File: config.mk
export PLATFORM = sky130hd
export DESIGN_NAME = bcd_scan_decoder
export DESIGN_NICKNAME = d
export VERILOG_FILES = /design/src/rtl/bcd_scan_decoder.sv
export SDC_FILE = /design/constraint.sdc
export NUM_CORES = 1
export LEC_CHECK = 0
export ABC_AREA = 1
export ABC_CLOCK_PERIOD_IN_PS = 2100
export BUFFER_PORTS_ARGS = -buffer_cell sky130_fd_sc_hd__buf_2
export CAP_MARGIN = 40
export CORE_ASPECT_RATIO = 1.4
export CORE_MARGIN = 10
export CORE_UTILIZATION = 57
export CTS_CLUSTER_DIAMETER = 60
export DETAILED_ROUTE_END_ITERATION = 16
export PLACE_DENSITY_LB_ADDON = 0.2
export SYNTH_ARGS = -nofsm -noshare
export SYNTH_HDL_FRONTEND = slang
export SYNTH_SLANG_ARGS = --single-unit
File: constraint.sdc
create_clock -name clk -period 2.1 [get_ports clk]
set_input_delay 0.105 -clock clk [delete_from_list [all_inputs] [get_ports clk]]
set_output_delay 0.105 -clock clk [all_outputs]
set_load 0.005 [all_outputs]
File: src/rtl/bcd_scan_decoder.sv
// Multiplexed BCD display scanner: one-hot decimal decode per digit,
// double-buffered display updates committed only at frame boundaries.
module bcd_scan_decoder #(
  parameter int DIGITS   = 4,
  parameter int SCAN_DIV = 1000,
  parameter int LZB      = 1
) (
  input  logic                clk,
  input  logic                rst_n,
  input  logic                load,
  input  logic [4*DIGITS-1:0] bcd_in,
  output logic [9:0]          seg_out,
  output logic [DIGITS-1:0]   dig_sel,
  output logic                frame_start,
  output logic                load_ack,
  output logic                code_err
);

  localparam int W  = 4 * DIGITS;
  localparam int CW = (SCAN_DIV > 1) ? $clog2(SCAN_DIV) : 1;
  localparam int IW = (DIGITS > 1) ? $clog2(DIGITS) : 1;
  localparam logic [CW-1:0] CMAX = CW'(SCAN_DIV - 1);
  localparam logic [IW-1:0] IMAX = IW'(DIGITS - 1);

  logic [CW-1:0] cnt;
  logic [IW-1:0] idx;
  logic [W-1:0]  shadow;
  logic [W-1:0]  disp;
  logic          pending;

  logic          tick;
  logic          boundary;
  logic          commit;
  logic [W-1:0]  nxt_disp;
  logic [3:0]    cur;
  logic [DIGITS-1:0] blank;
  logic          zrun;
  logic [9:0]    seg_nxt;
  logic [DIGITS-1:0] dsel_nxt;

  function automatic logic has_bad(input logic [W-1:0] v);
    has_bad = 1'b0;
    for (int k = 0; k < DIGITS; k++) begin
      if (v[4*k +: 4] > 4'd9) has_bad = 1'b1;
    end
  endfunction

  assign tick     = (cnt == CMAX);
  assign boundary = tick && (idx == IMAX);

  // A load on the boundary itself bypasses the shadow.
  always_comb begin
    commit   = 1'b0;
    nxt_disp = disp;
    if (boundary) begin
      if (load) begin
        commit   = 1'b1;
        nxt_disp = bcd_in;
      end else if (pending) begin
        commit   = 1'b1;
        nxt_disp = shadow;
      end
    end
  end

  // Blank a digit when it and everything above it is zero.
  always_comb begin
    blank = '0;
    zrun  = 1'b1;
    for (int k = DIGITS - 1; k >= 0; k--) begin
      zrun     = zrun && (disp[4*k +: 4] == 4'd0);
      blank[k] = (LZB != 0) && (k != 0) && zrun;
    end
  end

  assign cur      = disp[{idx, 2'b00} +: 4];
  assign dsel_nxt = DIGITS'(1) << idx;

  always_comb begin
    seg_nxt = '0;
    if (!blank[idx] && (cur <= 4'd9)) seg_nxt = 10'd1 << cur;
  end

  always_ff @(posedge clk or negedge rst_n) begin
    if (!rst_n) begin
      cnt <= '0;
      idx <= '0;
    end else begin
      cnt <= tick ? '0 : cnt + CW'(1);
      if (tick) idx <= (idx == IMAX) ? '0 : idx + IW'(1);
    end
  end

  always_ff @(posedge clk or negedge rst_n) begin
    if (!rst_n) begin
      shadow      <= '0;
      disp        <= '0;
      pending     <= 1'b0;
      seg_out     <= '0;
      dig_sel     <= '0;
      frame_start <= 1'b0;
      load_ack    <= 1'b0;
      code_err    <= 1'b0;
    end else begin
      if (load) shadow <= bcd_in;
      if (commit) begin
        disp     <= nxt_disp;
        pending  <= 1'b0;
        code_err <= has_bad(nxt_disp);
      end else if (load) begin
        pending <= 1'b1;
      end
      load_ack    <= commit;
      frame_start <= boundary;
      dig_sel     <= dsel_nxt;
      seg_out     <= seg_nxt;
    end
  end

endmodule

==> results.cfg, run 1 <==
[floorplanning]
dieArea_um2 = 8220
core_area_um2 = 4840
die_h_um = 103
pin_count = 36
start_util_pct = 58.4
fp.dieW_um = 79.5
rows = 30

[global_routing]
grt.total_usage_pct = 15.9
antenna_found_initial = 0
first_global_vias = 2227
overflow = 0
grt_pass1_wl_mm = 10.1
grt_max_degree = 63

[sta]
tightest_slew_ns = 0.743
fin_crit_ns = 1.81
setup_violations = 0
rsz0062_at_grt = false
timing.fmax_mhz = 553
tns_ns = 0
hold_viol_final = 0
finalMaxSlewViolations = 0
fin_crit_sh_pct = 86.1
relSlewSlack_pct = 50.5
fin_skew_ns = 0.00806

[worst_setup_path]
critical_path.max_stage_delay_ns = 0.38
worstSetupPathType = flip-flop to flip-flop
crit_chain = ha_1 -> nand2_2 -> inv_2 -> nand2_1 -> nor2_1 -> nand4_2 -> clkinv_1 -> nand3_1 -> nand2_1 -> nand2_1 -> nor2_1 -> nor2_1
critical-path-top-delay-family = simple AND/OR/NAND/NOR gates
critical_path.max_fanout = 5
required_ns = 2.34
crit_arrival_ns = 2.05
cp_slowest_cell = dfrtp_1
cp-start-kind = flip-flop
worst-path-buf-inv = 2
worst_setup_path_end_kind = flip-flop

[logic_synthesis]
ys_types = 34
synth_nets = 357
syn-cell-area_um2 = 2830
syn_area_per_cell_um2 = 8.50
ys_seq_area_share_pct = 54.8
yosys_register_bits = 62
yosysWarningCount = 0
synthCells = 333

[clock_network]
cts_max_path_buffers = 2
clk_latency_ns = 0.34
path_clk_slew_ns = 0.07
h-tree-depth = 3
cts_sinks = 62
cts_tree = built
cts-buffers-inserted = 9
cts_setup_buffers = 0
cts_root_buffer = clkbuf_8

[run]
maxCapViolCount = 0

[layout]
area_delta_synth_final_pct = 19.1
layout_common_cells = 99 x nand2_1, 62 x dfrtp_1, 39 x inv_1
antenna_cells = 0
final_common_cell = nand2_1
fin_cells = 455
final_net_count = 411
drive_above_1_share_pct = 18.9

[detailed_routing]
drc = 0
drt_pass1_iterations = 4
antenna_left = 0
wirelength_mm = 5.93
drt_iter0_drc = 164
wire_per_inst_um = 13.0
vias_per_cell = 4.99
vias = 2270

[placed_design]
routabilityCongestion = 0.897
dp_cells = 430
dp_hpwl_mm = 4.31
portBuffers = 35

[run_status]
status = finished clean

[worst_hold_path]
hp-class = primary input to flip-flop

[power_and_ir_drop]
power_density_nw_per_um2 = 698
vdd_drop_max_uv = 751
power_leakage_uw = 0.00188
## cell usage after synthesis
cell      instances  area [µm²]
inv_2             8        30.0
nand4_4           1        21.3
nor2_2            1        6.26
clkinv_4          1        8.76
a31oi_1           1        6.26
nand4_2           1        12.5
xor2_1            2        17.5
nor2_4            2        22.5
inv_1            39         146
nor2_1           35         131
buf_2             4        20.0
o21ai_0          15        75.1
nand3_2           2        20.0
nor4_1            1        6.26
o21ai_2           2        17.5
clkinv_1          2        7.51
o21ai_1           4        20.0
a32oi_1           1        8.76
o22a_1            1        8.76
nor3b_1           1        7.51
or2_0             1        6.26
o22ai_1           1        6.26
o21a_1            3        22.5
dfrtp_1          62        1550
nand2_1          99         372
buf_4             1        7.51
ha_1              5        62.6
nand2_2           2        12.5
or2_2             1        6.26
a32oi_2           1        16.3
nor3_1            5        25.0
a21oi_1          14        70.1
nand3_1           9        45.0
nand4_1           5        31.3
## what timing repair did
| action | CTS | global route |
|---|---|---|
| hold endpoints to repair | 71 | 0 |
| resized for setup | 0 | 0 |
| hold buffers | 10 | 0 |
## worst register-to-register path: stages, from the launching register on
cell and delay (ns):
dfrtp_1 0.38, ha_1 0.22, nand2_2 0.11, inv_2 0.08
nand2_1 0.05, nor2_1 0.16, nand4_2 0.18, clkinv_1 0.16
nand3_1 0.11, nand2_1 0.08, nand2_1 0.05, nor2_1 0.10
nor2_1 0.04
## per-stage QoR
stage	cell area, µm²	hold slack (ns)	worst slack, ns	util, %	total power [µW]
6_report	3370	0.0120	0.291	69.6	2350
5_1_grt	3370	0.0223	0.0881	69.6	2460
2_1_floorplan	2830	-0.191	0.593	-	1300
3_5_place_dp	3080	0.304	0.317	63.6	1360
3_3_place_gp	3080	0.304	0.385	63.6	1350
4_1_cts	3370	0.000255	0.284	69.6	2380
## layout make-up
class / instances / area [µm²]
inverter: 50 / 193
fill: 419 / 1470
sequential: 62 / 1550
multi-input combinational: 216 / 1060
clock buffer: 11 / 141
timing repair buffer: 48 / 298
tap: 64 / 80.1
clock inverter: 4 / 47.5
## metal layers
metal,global-route usage (%),vias to the layer above,wire [µm]
met5,0,-,0
met4,9.27,0,206
met3,5.62,19,325
met2,25.5,57,2850
met1,17.9,1037,2550
li1,-,1157,-
## registers in the layout, indices dropped and copies added (netlist names)
signal	cells
load_ack	1
frame_start	1
seg_out	10
idx	2
code_err	1
pending	1
cnt	10
dig_sel	4
disp	16
shadow	16
## report_power, final
part | switching, µW | total (µW) | internal (µW)
clock network | 437 | 1010 | 569
logic | 71.4 | 118 | 46.2
registers | 7.43 | 1230 | 1220
total | 516 | 2350 | 1840
## logic make-up after synthesis
| group | share of synthesized area, % |
|---|---|
| and+or+nand+nor | 25.7 |
| DFF | 54.8 |
| buffers and inverters | 7.78 |
| AOI/OAI and AO/OA | 8.89 |
| adders and majority gates | 2.21 |
| xor gates and xnor gates | 0.619 |
## worst paths after layout
| check | start | to | slack [ns] | cells past startpoint |
|---|---|---|---|---|
| worst min register to register | shadow[1]$_DFFE_PN0P_ | shadow[1]$_DFFE_PN0P_ | 0.47 | 2 |
| worst min-delay path | bcd_in[6] | shadow[6]$_DFFE_PN0P_ | 0.01 | 3 |
| max in group asynchronous | rst_n | disp[5]$_DFFE_PN0P_ | 1.16 | 3 |
| worst max register to register | cnt[0]$_DFF_PN0_ | code_err$_DFFE_PN0P_ | 0.29 | 12 |
| min in group asynchronous | rst_n | dig_sel[2]$_DFF_PN0_ | 0.45 | 3 |
| worst max-delay path | cnt[0]$_DFF_PN0_ | code_err$_DFFE_PN0P_ | 0.29 | 12 |
Power figures use the tool's default switching activity.
==> run 2: changes to the inputs <==
--- a/config.mk
+++ b/config.mk
@@ -6,12 +6,12 @@
 export NUM_CORES = 1
 export LEC_CHECK = 0
 export ABC_AREA = 1
-export ABC_CLOCK_PERIOD_IN_PS = 2100
+export ABC_CLOCK_PERIOD_IN_PS = 1500
 export BUFFER_PORTS_ARGS = -buffer_cell sky130_fd_sc_hd__buf_2
 export CAP_MARGIN = 40
 export CORE_ASPECT_RATIO = 1.4
 export CORE_MARGIN = 10
-export CORE_UTILIZATION = 57
+export CORE_UTILIZATION = 51
 export CTS_CLUSTER_DIAMETER = 60
 export DETAILED_ROUTE_END_ITERATION = 16
 export PLACE_DENSITY_LB_ADDON = 0.2
==> constraint.sdc (replaced) <==
create_clock -name clk -period 1.5 [get_ports clk]
set_input_delay 0.075 -clock clk [delete_from_list [all_inputs] [get_ports clk]]
set_output_delay 0.075 -clock clk [all_outputs]
set_load 0.005 [all_outputs]
==> run 2 against run 1 <==
The flow now finishes with violations (setup timing). Critical path depth unchanged. Global-route usage decreased by 0.90 points. Combinational power increased by 49%. Sequential share of layout area decreased by 5.5 points. Register-to-register slack got worse by 0.38 ns. Count of clock-buffer cells in the layout increased by 1. Non-clock buffer count increased by 37. Routed wire length increased by 12%.
==> results.cfg, run 2 (synthesis results as in run 1) <==
[run]
maxCapViolCount = 0

[layout]
stdcell_area_um2 = 3830
fin_cells = 496
postLayoutCoreUtil_pct = 70.3
layout_common_cells = 98 x nand2_1, 62 x dfrtp_1, 38 x inv_1
final_common_cell = nand2_1
antenna_cells = 0
reg_top3 = disp (16), shadow (16)
area_delta_synth_final_pct = 35.3
final_net_count = 448
drive_above_1_share_pct = 30.6

[worst_setup_path]
r2r_cells = 12
cp-start-kind = flip-flop
worst_setup_path_end_kind = flip-flop
crit_arrival_ns = 1.82
critical_path.max_fanout = 4
reg2reg_slack_ns = -0.09
worstSetupPathType = flip-flop to flip-flop
r2r-start = cnt[0]$_DFF_PN0_
required_ns = 1.73
crit_start = cnt[0]$_DFF_PN0_
reg2reg_to = code_err$_DFFE_PN0P_

[run_status]
violations = setup timing
status = complete, but fails checks

[floorplanning]
dieArea_um2 = 8970
fp.dieW_um = 82.9
core_area_um2 = 5450
pin_count = 36
rows = 32
die_h_um = 108
start_util_pct = 52.0

[global_routing]
overflow = 0
grt.total_usage_pct = 15.0
grt_pass1_wl_mm = 11.1
first_global_vias = 2480
antenna_found_initial = 0
grt_max_degree = 48

[detailed_routing]
vias_per_cell = 5.01
drt_iter0_drc = 113
drt_pass1_iterations = 4
wirelength_mm = 6.63
drc = 0
antenna_left = 0
vias = 2483
wire_per_inst_um = 13.4

[power_and_ir_drop]
power_density_nw_per_um2 = 891
p_total_uw = 3410
power_leakage_uw = 0.00212
vdd_drop_max_uv = 705

[placed_design]
dp_hpwl_mm = 4.72
portBuffers = 35
routabilityCongestion = 0.835
dp_cells = 459
placed_area_um2 = 3300

[clock_network]
cts_root_buffer = clkbuf_8
cts-buffers-inserted = 9
cts_tree = built
cts_sinks = 62
clk_latency_ns = 0.34
h-tree-depth = 3
cts_max_path_buffers = 2
path_clk_slew_ns = 0.07

[sta]
fin_skew_ns = 0.00436
setup_violations = 5
rsz0062_at_grt = true
tightest_slew_ns = 0.381
hold_viol_final = 0
setup_slack_ns = -0.0885
relSlewSlack_pct = 74.6
timing.fmax_mhz = 630
fin_crit_sh_pct = 106
finalMaxSlewViolations = 0
fin_crit_ns = 1.59

[worst_hold_path]
worstHoldEndpoint = shadow[15]$_DFFE_PN0P_
worstHoldStart = bcd_in[15]
hp-class = primary input to flip-flop
min_path_cells = 3
-- run 2: cell types whose count changed in the layout (fill, tap and decap cells not counted), sizes merged --
cell,change
buf,+35
clkbuf,+1
clkinv,-1
dlygate4sd3,+2
-- run 2: worst max-delay path by stage --
stage	to	slack [ns]	cells after the start
finish	code_err$_DFFE_PN0P_	-0.09	12
global route	code_err$_DFFE_PN0P_	-0.26	12
CTS	code_err$_DFFE_PN0P_	-0.07	13
detailed placement	code_err$_DFFE_PN0P_	-0.14	12
global placement	code_err$_DFFE_PN0P_	-0.08	12
floorplan	code_err$_DFFE_PN0P_	0.01	12
-- run 2: where the power goes --
group | internal, µW | switching, µW | leakage, µW | total [µW]
Sequential | 1710 | 10.9 | 0.000755 | 1720
Combinational | 71.8 | 104 | 0.00126 | 176
Clock | 891 | 623 | 0.000104 | 1510
Total | 2670 | 738 | 0.00212 | 3410
-- run 2: critical path, cell delays in order, from the launching register on --
cell and delay [ns]:
dfrtp_1 0.40, ha_4 0.17, nand2_4 0.07, inv_4 0.07, nand3_2 0.10, nor2_4 0.15, nand4_1 0.10, nand2_1 0.10
nand2_1 0.07, nand2_1 0.06, nand2_1 0.05, nor2_1 0.10, nor2_1 0.05
-- run 2: routing by layer --
metal	vias up	routed length (µm)	track usage, %	share of wire [%]
li1	1224	-	-	-
met1	1181	2660	16.6	40
met2	64	3480	25.9	52
met3	14	343	4.51	5.2
met4	0	145	7.20	2.2
met5	-	0	0	0
-- run 2: timing repair --
| action | CTS | global route |
|---|---|---|
| setup endpoints to repair | 8 | 21 |
| pin swaps | 4 | 5 |
| setup buffers | 4 | 6 |
| gates cloned | 0 | 0 |
| endpoints found under the hold margin | 26 | 0 |
| hold buffers | 12 | 0 |
| gates resized for setup | 4 | 27 |
-- run 2: through the flow --
step	hold WS [ns]	TNS [ns]	setup WS, ns
after floorplan	-0.221	0	0.0135
after global placement	0.0142	-0.0790	-0.0790
after detailed placement	0.0207	-0.233	-0.137
after CTS	0.000297	-0.105	-0.0740
after global routing	0.0149	-1.47	-0.255
final	0.00663	-0.284	-0.0885
-- run 2: final cells by class --
type                            instances  area (µm²)
Timing Repair Buffer                   85         601
Sequential cell                        62        1550
Inverter                               50         204
Clock inverter                          3        42.5
Tap cell                               68        85.1
Clock buffer                           12         165
Multi-Input combinational cell        216        1180
Fill cell                             440        1620
==> run 3: changes to the inputs <==
--- a/config.mk
+++ b/config.mk
@@ -15,6 +15,7 @@
 export CTS_CLUSTER_DIAMETER = 60
 export DETAILED_ROUTE_END_ITERATION = 16
 export PLACE_DENSITY_LB_ADDON = 0.2
+export SKIP_LAST_GASP = 1
 export SYNTH_ARGS = -nofsm -noshare
 export SYNTH_HDL_FRONTEND = slang
 export SYNTH_SLANG_ARGS = --single-unit
==> run 3 against run 2 <==
The flow still finishes with violations (setup timing). Register-to-register slack worse by 0.03 ns. Maximum frequency down 2.1%. Clock skew up 0.0031 ns. Sequential power about the same. Clock power about the same. Non-clock buffer count unchanged.
==> results.cfg, run 3 (synthesis results as in run 1) <==
[layout]
final_common_cell = nand2_1
antenna_cells = 0
final_net_count = 448
reg_top3 = disp (16), shadow (16)
area_delta_synth_final_pct = 34.9
drive_above_1_share_pct = 30.4
layout_common_cells = 98 x nand2_1, 62 x dfrtp_1, 38 x inv_1
postLayoutCoreUtil_pct = 70.1

[detailed_routing]
drt_iter0_drc = 115
drc = 0
wirelength_mm = 6.66
wire_per_inst_um = 13.4
antenna_left = 0
drt_pass1_iterations = 4
vias_per_cell = 4.99
vias = 2477

[power_and_ir_drop]
p_comb_share_pct = 5.2
p_sw_uw = 740
power_density_nw_per_um2 = 894
clock_power_share_pct = 44.4
seq_power_share_pct = 50.4
p_int_uw = 2670
vdd_drop_max_uv = 707
switching_share_pct = 21.7
power_leakage_uw = 0.00212

[sta]
tightest_slew_ns = 0.386
hold_viol_final = 0
setup_violations = 7
rsz0062_at_grt = true
relSlewSlack_pct = 74.3
fin_skew_ns = 0.00747
setup_slack_ns = -0.122
finalMaxSlewViolations = 0
fin_crit_sh_pct = 108
tns_ns = -0.458
timing.fmax_mhz = 616
fin_crit_ns = 1.62

[floorplanning]
dieArea_um2 = 8970
core_area_um2 = 5450
pin_count = 36
start_util_pct = 52.0
fp.dieW_um = 82.9
rows = 32
die_h_um = 108

[worst_hold_path]
hp-class = primary input to flip-flop
worstHoldStart = bcd_in[15]
worstHoldEndpoint = shadow[15]$_DFFE_PN0P_
min_path_cells = 3

[placed_design]
dp_hpwl_mm = 4.72
routabilityCongestion = 0.835
pre_cts_ws_ns = -0.137
portBuffers = 35

[global_routing]
antenna_found_initial = 0
grt_pass1_wl_mm = 11.1
first_global_vias = 2480
grt_max_degree = 48
grt.total_usage_pct = 15.0
overflow = 0

[clock_network]
clk_latency_ns = 0.34
cts_max_path_buffers = 2
cts_root_buffer = clkbuf_8
cts_tree = built
cts_sinks = 62
path_clk_slew_ns = 0.07
cts-buffers-inserted = 9
h-tree-depth = 3

[worst_setup_path]
cp_slowest_cell = dfrtp_1
critical_path.max_fanout = 5
r2r_cells = 13
required_ns = 1.77
crit_path_frequent_cell = nand2_1
critical_path.max_stage_delay_ns = 0.40
reg2reg_to = code_err$_DFFE_PN0P_
worst_setup_path_end_kind = flip-flop
worstSetupPathType = flip-flop to flip-flop
crit_arrival_ns = 1.89
reg2reg_slack_ns = -0.12
cp-start-kind = flip-flop
r2r-start = cnt[0]$_DFF_PN0_
crit_chain = ha_4 -> nand2_4 -> inv_4 -> nand2_2 -> nor2_2 -> nand4_4 -> nand2_1 -> nand2_1 -> nand2_1 -> nand2_1 -> nand2_1 -> nor2_1 -> nor2_1

[run_status]
status = complete, but fails checks
violations = setup timing

[run]
maxCapViolCount = 0
run 3: cell counts in the layout (fill, tap and decap cells not counted):
No cell type changed its count.
run 3: what timing repair did:
item                       4_1_cts  5_1_grt
setup endpoints to repair        8       21
pin swaps                        4        4
hold endpoints to repair        26        0
gates cloned                     0        0
resized for setup                4       25
buffers inserted                 4        6
hold buffers                    12        0
run 3: worst max-delay path, delay by kind of cell, from the launching register on:
family                     cells  cell delay (ns)
adders and majority gates      1             0.16
buffers and inverters          1             0.07
DFF                            1             0.40
and+or+nand+nor               11             0.93
run 3: power groups by stage:
stage	clock network [µW]	logic, µW	registers [µW]
6_report	1510	177	1720
5_1_grt	1620	206	1720
2_1_floorplan	0	73.2	1750
3_5_place_dp	0	153	1750
4_1_cts	1540	179	1720
3_3_place_gp	0	150	1750
run 3: area by class of cell:
cell class,instances,area [µm²]
Sequential cell,62,1550
Clock buffer,12,165
Inverter,50,204
Clock inverter,3,42.5
Timing Repair Buffer,85,601
Tap cell,68,85.1
Multi-Input combinational cell,216,1170
Fill cell,440,1630
run 3: worst max-delay path by stage:
stage	startpoint	end	slack (ns)	cells past startpoint
after floorplan	cnt[0]$_DFF_PN0_	code_err$_DFFE_PN0P_	0.01	12
after global placement	cnt[1]$_DFF_PN0_	code_err$_DFFE_PN0P_	-0.08	12
after detailed placement	cnt[1]$_DFF_PN0_	code_err$_DFFE_PN0P_	-0.14	12
after CTS	cnt[1]$_DFF_PN0_	code_err$_DFFE_PN0P_	-0.07	13
after global routing	cnt[0]$_DFF_PN0_	code_err$_DFFE_PN0P_	-0.25	13
final	cnt[0]$_DFF_PN0_	code_err$_DFFE_PN0P_	-0.12	13
run 3: metal layers:
metal | up-vias | wire length (µm) | track usage (%)
met2 | 68 | 3460 | 25.9
met3 | 16 | 326 | 4.51
met4 | 0 | 159 | 7.20
met5 | - | 0 | 0
li1 | 1226 | - | -
met1 | 1167 | 2710 | 16.6
run 3: stage by stage:
step	power (µW)	cell area (µm²)	instances	hold slack, ns
after floorplan	1820	2850	333	-0.221
after global placement	1900	3300	459	0.0142
after detailed placement	1910	3300	459	0.0207
after CTS	3440	3680	490	0.000297
after global routing	3550	3820	496	0.0149
final	3410	3820	496	0.00637
